==> src/rtl/eth_frame_gen_if.sv <==
// Frame stream carrying 64-bit beats with byte enables, per-byte error flags and a port tag.
interface eth_frame_gen_if #(
  parameter int unsigned DATA_WIDTH = 64,
  parameter int unsigned ID_WIDTH   = 3
);
  logic [DATA_WIDTH-1:0]   data;
  logic [DATA_WIDTH/8-1:0] keep;
  logic                    last;
  logic [DATA_WIDTH/8-1:0] user;
  logic [ID_WIDTH-1:0]     id;
  logic                    valid;
  logic                    ready;

  modport master (
    output data, keep, last, user, id, valid,
    input  ready
  );

  modport slave (
    input  data, keep, last, user, id, valid,
    output ready
  );
endinterface

==> src/rtl/eth_frame_gen.sv <==
// Test-frame source: emits a programmable burst of Ethernet frames whose payload carries a
// sequence number and a deterministic byte pattern, so a downstream checker needs no storage.
module eth_frame_gen #(
  parameter int unsigned DATA_WIDTH = 64,
  parameter int unsigned ID_WIDTH   = 3,
  parameter int unsigned MIN_LEN    = 60,
  parameter int unsigned MAX_LEN    = 9600
) (
  input  logic                clk,
  input  logic                reset_n,
  input  logic                start,
  input  logic                stop,
  input  logic [15:0]         cfg_len,
  input  logic [31:0]         cfg_count,
  input  logic [7:0]          cfg_gap,
  input  logic [ID_WIDTH-1:0] cfg_id,
  input  logic                cfg_err,
  eth_frame_gen_if.master     m,
  output logic                busy,
  output logic                done,
  output logic [31:0]         frames_sent
);

  localparam int unsigned KeepW  = DATA_WIDTH / 8;
  localparam logic [15:0] MinLen = 16'(MIN_LEN);
  localparam logic [15:0] MaxLen = 16'(MAX_LEN);

  if (DATA_WIDTH != 64) begin : g_bad_width
    $error("eth_frame_gen: only DATA_WIDTH = 64 is supported");
  end

  typedef enum logic [1:0] {StIdle, StSend, StGap} state_e;

  typedef struct packed {
    logic [DATA_WIDTH-1:0] data;
    logic [KeepW-1:0]      keep;
    logic                  last;
    logic [KeepW-1:0]      user;
  } beat_t;

  state_e             state_q;
  logic [15:0]        len_q;
  logic [15:0]        last_idx_q;
  logic [31:0]        count_q;
  logic [7:0]         gap_q;
  logic               err_q;
  logic [31:0]        seq_q;
  logic [15:0]        beat_idx_q;
  logic [7:0]         gap_cnt_q;
  logic               stop_q;

  logic [15:0]        len_clamp;
  logic [15:0]        last_idx_clamp;
  logic [31:0]        frames_inc;
  logic               burst_end;
  beat_t              beat_start;
  beat_t              beat_cont;
  beat_t              beat_new;

  // Build one beat of a frame: byte k of the frame lands in lane k%8 of beat k/8.
  function automatic beat_t make_beat(input logic [31:0] seq, input logic [15:0] len,
                                      input logic [15:0] idx, input logic [15:0] last_idx,
                                      input logic err);
    beat_t       b;
    logic [15:0] k;
    logic [7:0]  bv;
    b = '0;
    b.last = (idx == last_idx);
    for (int i = 0; i < int'(KeepW); i++) begin
      k  = {idx[12:0], 3'b000} + 16'(i);
      bv = 8'h00;
      if (k < len) begin
        b.keep[i] = 1'b1;
        case (k)
          16'd0:   bv = seq[7:0];
          16'd1:   bv = seq[15:8];
          16'd2:   bv = seq[23:16];
          16'd3:   bv = seq[31:24];
          16'd4:   bv = len[7:0];
          16'd5:   bv = len[15:8];
          16'd6:   bv = 8'hA5;
          16'd7:   bv = 8'h5A;
          default: bv = k[7:0] ^ seq[7:0];
        endcase
      end
      b.data[8*i +: 8] = bv;
    end
    if (b.last && err) b.user = '1;
    return b;
  endfunction

  // Length clamp, burst-end decision and the candidate next beats.
  always_comb begin
    len_clamp = cfg_len;
    if (cfg_len < MinLen) len_clamp = MinLen;
    else if (cfg_len > MaxLen) len_clamp = MaxLen;
    last_idx_clamp = (len_clamp - 16'd1) >> 3;
    frames_inc = (frames_sent == 32'hFFFF_FFFF) ? frames_sent : frames_sent + 32'd1;
    // A stop arriving on the final handshake still ends the burst there.
    burst_end  = stop_q || stop || ((count_q != 32'd0) && (frames_inc >= count_q));
    beat_start = make_beat(32'd0, len_clamp, 16'd0, last_idx_clamp, cfg_err);
    beat_cont  = make_beat(seq_q, len_q, beat_idx_q + 16'd1, last_idx_q, err_q);
    beat_new   = make_beat((state_q == StGap) ? seq_q : seq_q + 32'd1, len_q, 16'd0,
                           last_idx_q, err_q);
  end

  // Burst FSM with registered stream outputs; outputs only change on a handshake or state move.
  always_ff @(posedge clk or negedge reset_n) begin
    if (!reset_n) begin
      state_q     <= StIdle;
      len_q       <= '0;
      last_idx_q  <= '0;
      count_q     <= '0;
      gap_q       <= '0;
      err_q       <= 1'b0;
      seq_q       <= '0;
      beat_idx_q  <= '0;
      gap_cnt_q   <= '0;
      stop_q      <= 1'b0;
      m.data      <= '0;
      m.keep      <= '0;
      m.last      <= 1'b0;
      m.user      <= '0;
      m.id        <= '0;
      m.valid     <= 1'b0;
      busy        <= 1'b0;
      done        <= 1'b0;
      frames_sent <= '0;
    end else begin
      done <= 1'b0;
      unique case (state_q)
        StIdle: begin
          if (start) begin
            len_q       <= len_clamp;
            last_idx_q  <= last_idx_clamp;
            count_q     <= cfg_count;
            gap_q       <= cfg_gap;
            err_q       <= cfg_err;
            m.id        <= cfg_id;
            seq_q       <= '0;
            frames_sent <= '0;
            beat_idx_q  <= '0;
            stop_q      <= 1'b0;
            busy        <= 1'b1;
            {m.data, m.keep, m.last, m.user} <= beat_start;
            m.valid     <= 1'b1;
            state_q     <= StSend;
          end
        end
        StSend: begin
          if (stop) stop_q <= 1'b1;
          if (m.valid && m.ready) begin
            if (!m.last) begin
              beat_idx_q <= beat_idx_q + 16'd1;
              {m.data, m.keep, m.last, m.user} <= beat_cont;
            end else begin
              frames_sent <= frames_inc;
              seq_q       <= seq_q + 32'd1;
              beat_idx_q  <= '0;
              if (burst_end) begin
                {m.data, m.keep, m.last, m.user} <= '0;
                m.valid <= 1'b0;
                busy    <= 1'b0;
                done    <= 1'b1;
                stop_q  <= 1'b0;
                state_q <= StIdle;
              end else if (gap_q != 8'd0) begin
                {m.data, m.keep, m.last, m.user} <= '0;
                m.valid   <= 1'b0;
                gap_cnt_q <= gap_q;
                state_q   <= StGap;
              end else begin
                {m.data, m.keep, m.last, m.user} <= beat_new;
              end
            end
          end
        end
        StGap: begin
          if (stop) stop_q <= 1'b1;
          if (gap_cnt_q == 8'd1) begin
            if (stop_q || stop) begin
              busy    <= 1'b0;
              done    <= 1'b1;
              stop_q  <= 1'b0;
              state_q <= StIdle;
            end else begin
              {m.data, m.keep, m.last, m.user} <= beat_new;
              m.valid <= 1'b1;
              state_q <= StSend;
            end
          end else begin
            gap_cnt_q <= gap_cnt_q - 8'd1;
          end
        end
        default: state_q <= StIdle;
      endcase
    end
  end

endmodule

==> src/flat_wrapper.sv <==
// flat-port wrapper written by rule: the top's interface ports become plain ports
module eth_frame_gen_flat 
#(
  parameter int unsigned DATA_WIDTH = 64,
  parameter int unsigned ID_WIDTH   = 3,
  parameter int unsigned MIN_LEN    = 60,
  parameter int unsigned MAX_LEN    = 9600
)
  (clk, reset_n, start, stop, cfg_len, cfg_count, cfg_gap, cfg_id, cfg_err, busy, done, frames_sent, m_data, m_keep, m_last, m_user, m_id, m_valid, m_ready);
  eth_frame_gen_if #(.DATA_WIDTH(DATA_WIDTH), .ID_WIDTH(ID_WIDTH)) m_i ();
  input  logic clk;
  input  logic reset_n;
  input  logic start;
  input  logic stop;
  input  logic [15:0] cfg_len;
  input  logic [31:0] cfg_count;
  input  logic [7:0] cfg_gap;
  input  logic [ID_WIDTH-1:0] cfg_id;
  input  logic cfg_err;
  output logic busy;
  output logic done;
  output logic [31:0] frames_sent;
  output wire logic [$bits(m_i.data)-1:0] m_data;
  output wire logic [$bits(m_i.keep)-1:0] m_keep;
  output wire logic [$bits(m_i.last)-1:0] m_last;
  output wire logic [$bits(m_i.user)-1:0] m_user;
  output wire logic [$bits(m_i.id)-1:0] m_id;
  output wire logic [$bits(m_i.valid)-1:0] m_valid;
  input wire logic [$bits(m_i.ready)-1:0] m_ready;
  assign m_data = m_i.data;
  assign m_keep = m_i.keep;
  assign m_last = m_i.last;
  assign m_user = m_i.user;
  assign m_id = m_i.id;
  assign m_valid = m_i.valid;
  assign m_i.ready = m_ready;
  eth_frame_gen #(.DATA_WIDTH(DATA_WIDTH), .ID_WIDTH(ID_WIDTH), .MIN_LEN(MIN_LEN), .MAX_LEN(MAX_LEN)) u_core (.clk(clk), .reset_n(reset_n), .start(start), .stop(stop), .cfg_len(cfg_len), .cfg_count(cfg_count), .cfg_gap(cfg_gap), .cfg_id(cfg_id), .cfg_err(cfg_err), .m(m_i), .busy(busy), .done(done), .frames_sent(frames_sent));
endmodule
==> config.mk <==
export PLATFORM = sky130hd
export DESIGN_NAME = eth_frame_gen_flat
export DESIGN_NICKNAME = d
export VERILOG_FILES = /design/src/rtl/eth_frame_gen_if.sv /design/src/rtl/eth_frame_gen.sv /design/src/flat_wrapper.sv
export SDC_FILE = /design/constraint.sdc
export NUM_CORES = 1
export LEC_CHECK = 0
export ABC_AREA = 1
export BUFFER_PORTS_ARGS = -buffer_cell sky130_fd_sc_hd__buf_2
export CAP_MARGIN = 15
export CELL_PAD_IN_SITES_DETAIL_PLACEMENT = 0
export CELL_PAD_IN_SITES_GLOBAL_PLACEMENT = 1
export CORE_MARGIN = 5
export CORE_UTILIZATION = 30
export CTS_BUF_LIST = sky130_fd_sc_hd__clkbuf_8
export DETAILED_ROUTE_END_ITERATION = 12
export GPL_TIMING_DRIVEN = 0
export PLACE_DENSITY_LB_ADDON = 0.1
export SYNTH_ARGS = -nofsm -noshare
export SYNTH_HDL_FRONTEND = slang
export SYNTH_SLANG_ARGS = --single-unit
==> constraint.sdc <==
create_clock -name clk -period 4.1 [get_ports clk]
set_input_delay 0.205 -clock clk [delete_from_list [all_inputs] [get_ports clk]]
set_output_delay 0.205 -clock clk [all_outputs]
set_load 0.05 [all_outputs]
==> metrics, run 1 <==
status=finished clean; Cells after Synth=2285; kind of critical path=flip-flop to flip-flop; Pwr Density=598.0 mW/mm^2; Power, Total=11790 uW; vias in the first global route=16114; Final Hold Viols=0; peak fanout along the critical path=10; clk_lat worst skew=approximately 0.66 ns; RSZ-0062 raised after global routing=yes; # rows=83; CTS tree=built; CTS max path bufs=3; Initial Util=0.3038; Layout fillers=5618; dpl hpwl=50840 um; die area=about 0.057 sq mm; Num CTS Buffers=51; M1 WL=between 30000 and 40000 um; Synth Register Bits=241; # DRC=0; synthesized cell area=around 0.016 sq mm; Synth area leader=dfrtp_1; final setup TNS=0 ns; fmax=257.9 MHz; Port Buf Inserts=183; Placed Instances=3151; routed wire length=67010 um; Worst Setup End Kind=flip-flop; adder-cell share of the synthesized area=0.04406; share of layout cells above drive strength 1=0.1526; clk root buf=clkbuf_8; Hold Path Class=input pin to flip-flop; GPL Wtd Cong=~0.91; asr flop ratio synth=1.000; Synth Area in Compound Gates=0.1103; required time of the critical path=4.58 ns; total gr overflow=0; worst-margin pin slew=1.134 ns; Netlist cell types=44; Met2 Wirelength=around 29000 um; Synth Net Count=2405; YS warnings=0; Worst setup SP type=flip-flop; post-layout min period=3.877 ns; worst slack, placed=-1.500 ns; Max-slew headroom=0.2440; initial antenna violation count=2; Tot GR Track Use=0.2299; I/O pin count=~180; Post-synth EDFFs=0; xor/xnor share of the synthesized area=0.03421; Max Transition Viols Final=0; area share of the largest cell type after synthesis=0.3862; largest net degree at the start of global routing=98; Final setup viols=0; DR top layer=met4; Final Cycle Share=0.9457; drt via density=4.946; WP data arrival=4.35 ns; Post-Synth Simple-Gate Area=0.3392; leakage=around 0.01 uW; register area share after synthesis=0.3862; Core Region=0.05141 sq mm; Nets=2726; ys flop type=dfrtp_1; top-count cell post-synth=nand2_1; fin util=0.3835; area grow syn2layout=26.24%; Finished Layout Cells=between 3000 and 4000; largest family of logic cells by synthesized area=simple AND/OR/NAND/NOR gates; VDD IR max=roughly 0.00028 V; wire per inst=20.12 um; Max Clock Skew=0.03058 ns; detailed router's first-iteration violation count=1161; WL met3=4052 um; die height=238.2 um; H-tree level count=2; final worst slack=0.2227 ns; clk slew on worst S/H paths=0.05 ns; DIE WIDTH=238.2 um; syn_area_per_cell=a little under 7 sq um; global-route wire length before repair=approximately 100000 um; Via Count=approximately 16000; post-synthesis mux area share=0; final antenna-violating net count=0; Clock Sink Count=241; max-cap check violation count=0; 1st-pass router iterations=5; Synth top cells by count=nand2_1 (765), inv_1 (258), dfrtp_1 (241), nor2_1 (195), o21ai_0 (179); synth top area cells=dfrtp_1 (39%), nand2_1 (18%), inv_1 (6.2%)
## area by class of cell
type,count,area (sq um),share of cell area
antenna,2,5.005,0.0002539
clock buffer,65,894.6,0.04538
sequential,241,6043,0.3065
tap,680,850.8,0.04316
timing repair buffer,267,1784,0.09050
clock inverter,30,162.7,0.008250
buffer,79,391.6,0.01986
inverter,268,1015,0.05147
multi-input combinational,1698,8568,0.4346
## placed cells by master (no fill, tap or decap), types with 4 or more instances in the layout
cell           netlist  final
nand2_1            765    752
inv_1              258    273
dfrtp_1            241    231
buf_2                3    185
nor2_1             195    181
o21ai_0            179    171
nand3_1            157    153
nand4_1             70     70
clkbuf_8             0     67
clkbuf_1            65     58
a21oi_1             59     57
xor2_1              57     54
ha_1                55     53
dlygate4sd3_1        0     53
o22ai_1             37     37
buf_4                8     33
nor3_1              34     26
o21ai_1             14     17
nand2_2              5     13
clkinv_2             0     12
nor2_2               4     10
nor2_4               2     10
nor4_1              11     10
a22oi_1             10     10
dfrtp_2              0     10
nor3_2               1      7
or2_2                6      6
inv_2                5      5
nand2_4              0      5
a22o_1               5      5
nand3_2              1      4
a31oi_1              4      4
xnor2_1              4      4
nand3b_1             4      4
## metal layers
layer,vias to the layer above,GRT usage
li1,8086,-
met1,7820,0.3247
met2,448,0.3531
met3,115,0.04334
met4,0,0.08243
met5,-,0
## kinds of logic (layout without fill, tap and decap cells)
family,count (synthesis),after routing
simple gates,1263,1263
buf+inv,347,709
compound gates,318,319
flops,241,241
xor+xnor,61,61
fa+ha+maj,55,55
other cells,0,2
## worst paths after layout
kind / startpoint / end / slack [ns] / cells after the start
max: u_core.state_q[1]$_DFFE_PN0P_ / u_core.seq_q[7]$_DFFE_PN0P_ / 0.22 / 10
min: cfg_len[9] / u_core.last_idx_q[10]$_DFFE_PN0P_ / 0.05 / 5
max reg2reg: u_core.state_q[1]$_DFFE_PN0P_ / u_core.seq_q[7]$_DFFE_PN0P_ / 0.22 / 10
min reg2reg: u_core.m.data[5]$_DFFE_PN0P_ / u_core.m.data[5]$_DFFE_PN0P_ / 0.47 / 2
max in group asynchronous: reset_n / u_core.seq_q[25]$_DFFE_PN0P_ / 3.02 / 3
min in group asynchronous: reset_n / u_core.len_q[14]$_DFFE_PN0P_ / 0.15 / 2
## worst max-delay path: stages (launching register included)
cell      delay [ns]
dfrtp_1         0.39
inv_1           0.07
ha_1            0.17
buf_2           0.24
inv_2           0.16
o22ai_1         0.14
a21oi_1         0.80
inv_1           0.35
nor2_2          0.56
clkbuf_1        0.66
o22ai_1         0.16
## registers in the layout (all words and copies together), names as in the netlist
name and count:
u_core.count_q 32, u_core.busy 1, u_core.last_idx_q 13, u_core.m.keep 8, u_core.beat_idx_q 16, u_core.m.last 1
u_core.err_q 1, u_core.stop_q 1, u_core.gap_q 8, u_core.frames_sent 32, u_core.done 1, u_core.m.user 1
u_core.m.data 64, u_core.m.valid 1, u_core.state_q 2, u_core.m.id 3, u_core.len_q 16, u_core.gap_cnt_q 8
u_core.seq_q 32
## power by group
group          internal (uW)  leakage (uW)  switching [uW]
clock                   1490      0.000613            1210
combinational           1470       0.00631            4240
sequential              2970       0.00317             409
total                   5930        0.0101            5860
## timing repair
item                       CTS  global route
cloned                       1             1
hold buffers                53             0
setup endpoints to repair   87           133
setup buffers               12            15
hold endpoints to repair   126             0
pin swaps                    9            20
resized for setup           56            55
## stage by stage
| stage | hold slack [ns] | cell area, sq um |
|---|---|---|
| global placement | 0.4004 | 17390 |
| floorplan | -0.09059 | 15620 |
| CTS | 0.02137 | 19360 |
| detailed placement | 0.2355 | 17470 |
| global route | 0.05085 | 19710 |
| finish | 0.05410 | 19720 |
Power figures use the tool's default switching activity.
==> run 2: changes to the inputs <==
Settings changed: RECOVER_POWER set to 25.
==> run 2 against run 1 <==
The flow now finishes with violations (max-capacitance violations, max-slew violations). Utilization is 0.058 points lower. Combinational power about the same. Design area fell by 0.15%. Non-clock buffer count unchanged. Via count increased by 0.22%. Count of clock-buffer cells in the layout stayed put. Global-route usage did not move. Wire length rose by 0.18%. Sequential cell count unchanged. Sequential power barely moved. Largest cell class unchanged. Largest power group unchanged.
==> metrics, run 2 (synthesis gave the netlist of run 1 again) <==
GPL Wtd Cong=about 0.91; Crit path buffers/inverters=3; clk slew on worst S/H paths=0.06 ns; Final Hold Viols=0; Pwr Density=599.3 mW/mm^2; area grow syn2layout=26.05%; M1 WL=30860 um; drt via density=4.957; Max-slew headroom=-0.3616; Met2 Wirelength=29350 um; Clock Sink Count=241; vias in the first global route=~16000; worst-margin pin slew=2.042 ns; DIE WIDTH=roughly 240 um; VDD IR max=0.0002792 V; most frequent cells in the layout=nand2_1 (752), inv_1 (273), dfrtp_1 (231); total gr overflow=0; Fin Hold WS=0.05449 ns; clk root buf=clkbuf_8; WL met3=4426 um; CTS max path bufs=3; Post-DP Area=0.01747 sq mm; R2R depth=26; Initial Util=0.3038; I/O pin count=184; final antenna-violating net count=0; # rows=83; wire per inst=20.16 um; Critical R2R Capture=u_core.m.keep[4]$_DFFE_PN0P_; share of layout cells above drive strength 1=0.1526; Final Cell Area=0.01969 sq mm; Final Cycle Share=0.9491; Max Transition Viols Final=75; Via Count=16506; clk_lat worst skew=0.65 ns; CP most frequent cell=nand2_1; initial antenna violation count=2; failing checks=max-capacitance violations, max-slew violations; Port Buf Inserts=183; # DRC=0; max-cap check violation count=1; post-layout min period=3.891 ns; Hold Crit Endpoint=u_core.last_idx_q[10]$_DFFE_PN0P_; Worst Setup End Kind=flip-flop; H-tree level count=2; die area=0.05672 sq mm; CP top delay family=simple AND/OR/NAND/NOR gates; Slowest cell on crit path=dfrtp_2; global-route wire length before repair=100300 um; RSZ-0062 raised after global routing=yes; Tot GR Track Use=0.2299; Core Region=~0.05 sq mm; Worst Hold Launch=cfg_len[9]; largest reg by FF count=u_core.m.data; Nets=2726; required time of the critical path=4.66 ns; Hold Path Class=input pin to flip-flop; Num CTS Buffers=51; 1st-pass router iterations=5; CTS tree=built; worst slack, placed=-1.500 ns; peak fanout along the critical path=10; Hold Crit Depth=5; max FFs per register=64; routed wire length=~67000 um; WP data arrival=4.45 ns; leakage=0.01008 uW; detailed router's first-iteration violation count=1169; die height=238.2 um; Max Clock Skew=0.03062 ns; fin util=0.3829; reg-to-reg slack, setup=roughly 0.21 ns; final worst slack=0.2087 ns; delay of the slowest critical-path stage=0.39 ns; DR top layer=met4; fmax=257.0 MHz; reg2reg start=u_core.frames_sent[1]$_DFFE_PN0P_; largest net degree at the start of global routing=98; status=complete, but fails checks; Final setup viols=0; kind of critical path=flip-flop to flip-flop; commonest non-fill, non-tap cell in the layout=nand2_1; Worst setup SP type=flip-flop; dpl hpwl=about 51000 um
[run 2: cell count changes in the layout (fill, tap and decap cells not counted), sizes merged]
cell,before,now
buf,229,227
clkbuf,128,130
[run 2: worst max-delay path by stage]
stage / from / endpoint / slack [ns] / cells after the start
after CTS: u_core.frames_sent[0]$_DFFE_PN0P_ / u_core.m.keep[4]$_DFFE_PN0P_ / 0.01 / 26
after global placement: reset_n / u_core.frames_sent[0]$_DFFE_PN0P_ / -2.67 / 1
after global routing: u_core.frames_sent[13]$_DFFE_PN0P_ / u_core.m.keep[4]$_DFFE_PN0P_ / -0.07 / 23
final: u_core.frames_sent[1]$_DFFE_PN0P_ / u_core.m.keep[4]$_DFFE_PN0P_ / 0.21 / 26
after floorplan: u_core.frames_sent[2]$_DFFE_PN0P_ / u_core.gap_cnt_q[0]$_DFFE_PN0P_ / 0.05 / 26
after detailed placement: u_core.beat_idx_q[1]$_DFFE_PN0P_ / u_core.m.data[23]$_DFFE_PN0P_ / -1.50 / 21
[run 2: power by group]
group / internal [uW] / leakage [uW] / switching, uW
Combinational: 1470 / 0.00630 / 4250
Sequential: 2970 / 0.00317 / 409
Clock: 1490 / 0.000613 / 1210
Total: 5920 / 0.0101 / 5870
[run 2: per-layer routing]
| layer | GRT usage | vias to the layer above |
|---|---|---|
| li1 | - | 8076 |
| met1 | 0.3247 | 7838 |
| met2 | 0.3531 | 480 |
| met3 | 0.04334 | 112 |
| met4 | 0.08243 | 0 |
| met5 | 0 | - |
[run 2: final cells by class]
type	count	area (sq um)
tap	680	850.8
multi-input combinational	1698	8568
inverter	268	1015
timing repair buffer	267	1754
sequential	241	6043
clock buffer	65	894.6
antenna	2	5.005
clock inverter	30	162.7
buffer	79	391.6
fill	5621	31720
[run 2: what timing repair did]
| action | in CTS | in global routing |
|---|---|---|
| gates resized for setup | 56 | 55 |
| setup buffers | 12 | 15 |
| pin swaps | 9 | 20 |
| cloned | 1 | 1 |
| endpoints found under the setup margin | 87 | 133 |
| hold buffers | 53 | 0 |
| hold endpoints to repair | 126 | 0 |
[run 2: tightest hold or removal path, delay by kind of cell]
| kind | cells | cell delay [ns] |
|---|---|---|
| AO/OA/AOI/OAI | 1 | 0.09 |
| buffers and inverters | 1 | 0.09 |
| AND/OR/NAND/NOR | 3 | 0.25 |
[run 2: through the flow]
| stage | cells | setup TNS [ns] | power [uW] |
|---|---|---|---|
| global placement | 3148 | -605.16 | 8809 |
| CTS | 3312 | 0 | 11780 |
| floorplan | 2285 | 0 | 6804 |
| global route | 3329 | -0.2100 | 12650 |
| finish | 3330 | 0 | 11800 |
| detailed placement | 3151 | -91.63 | 8848 |
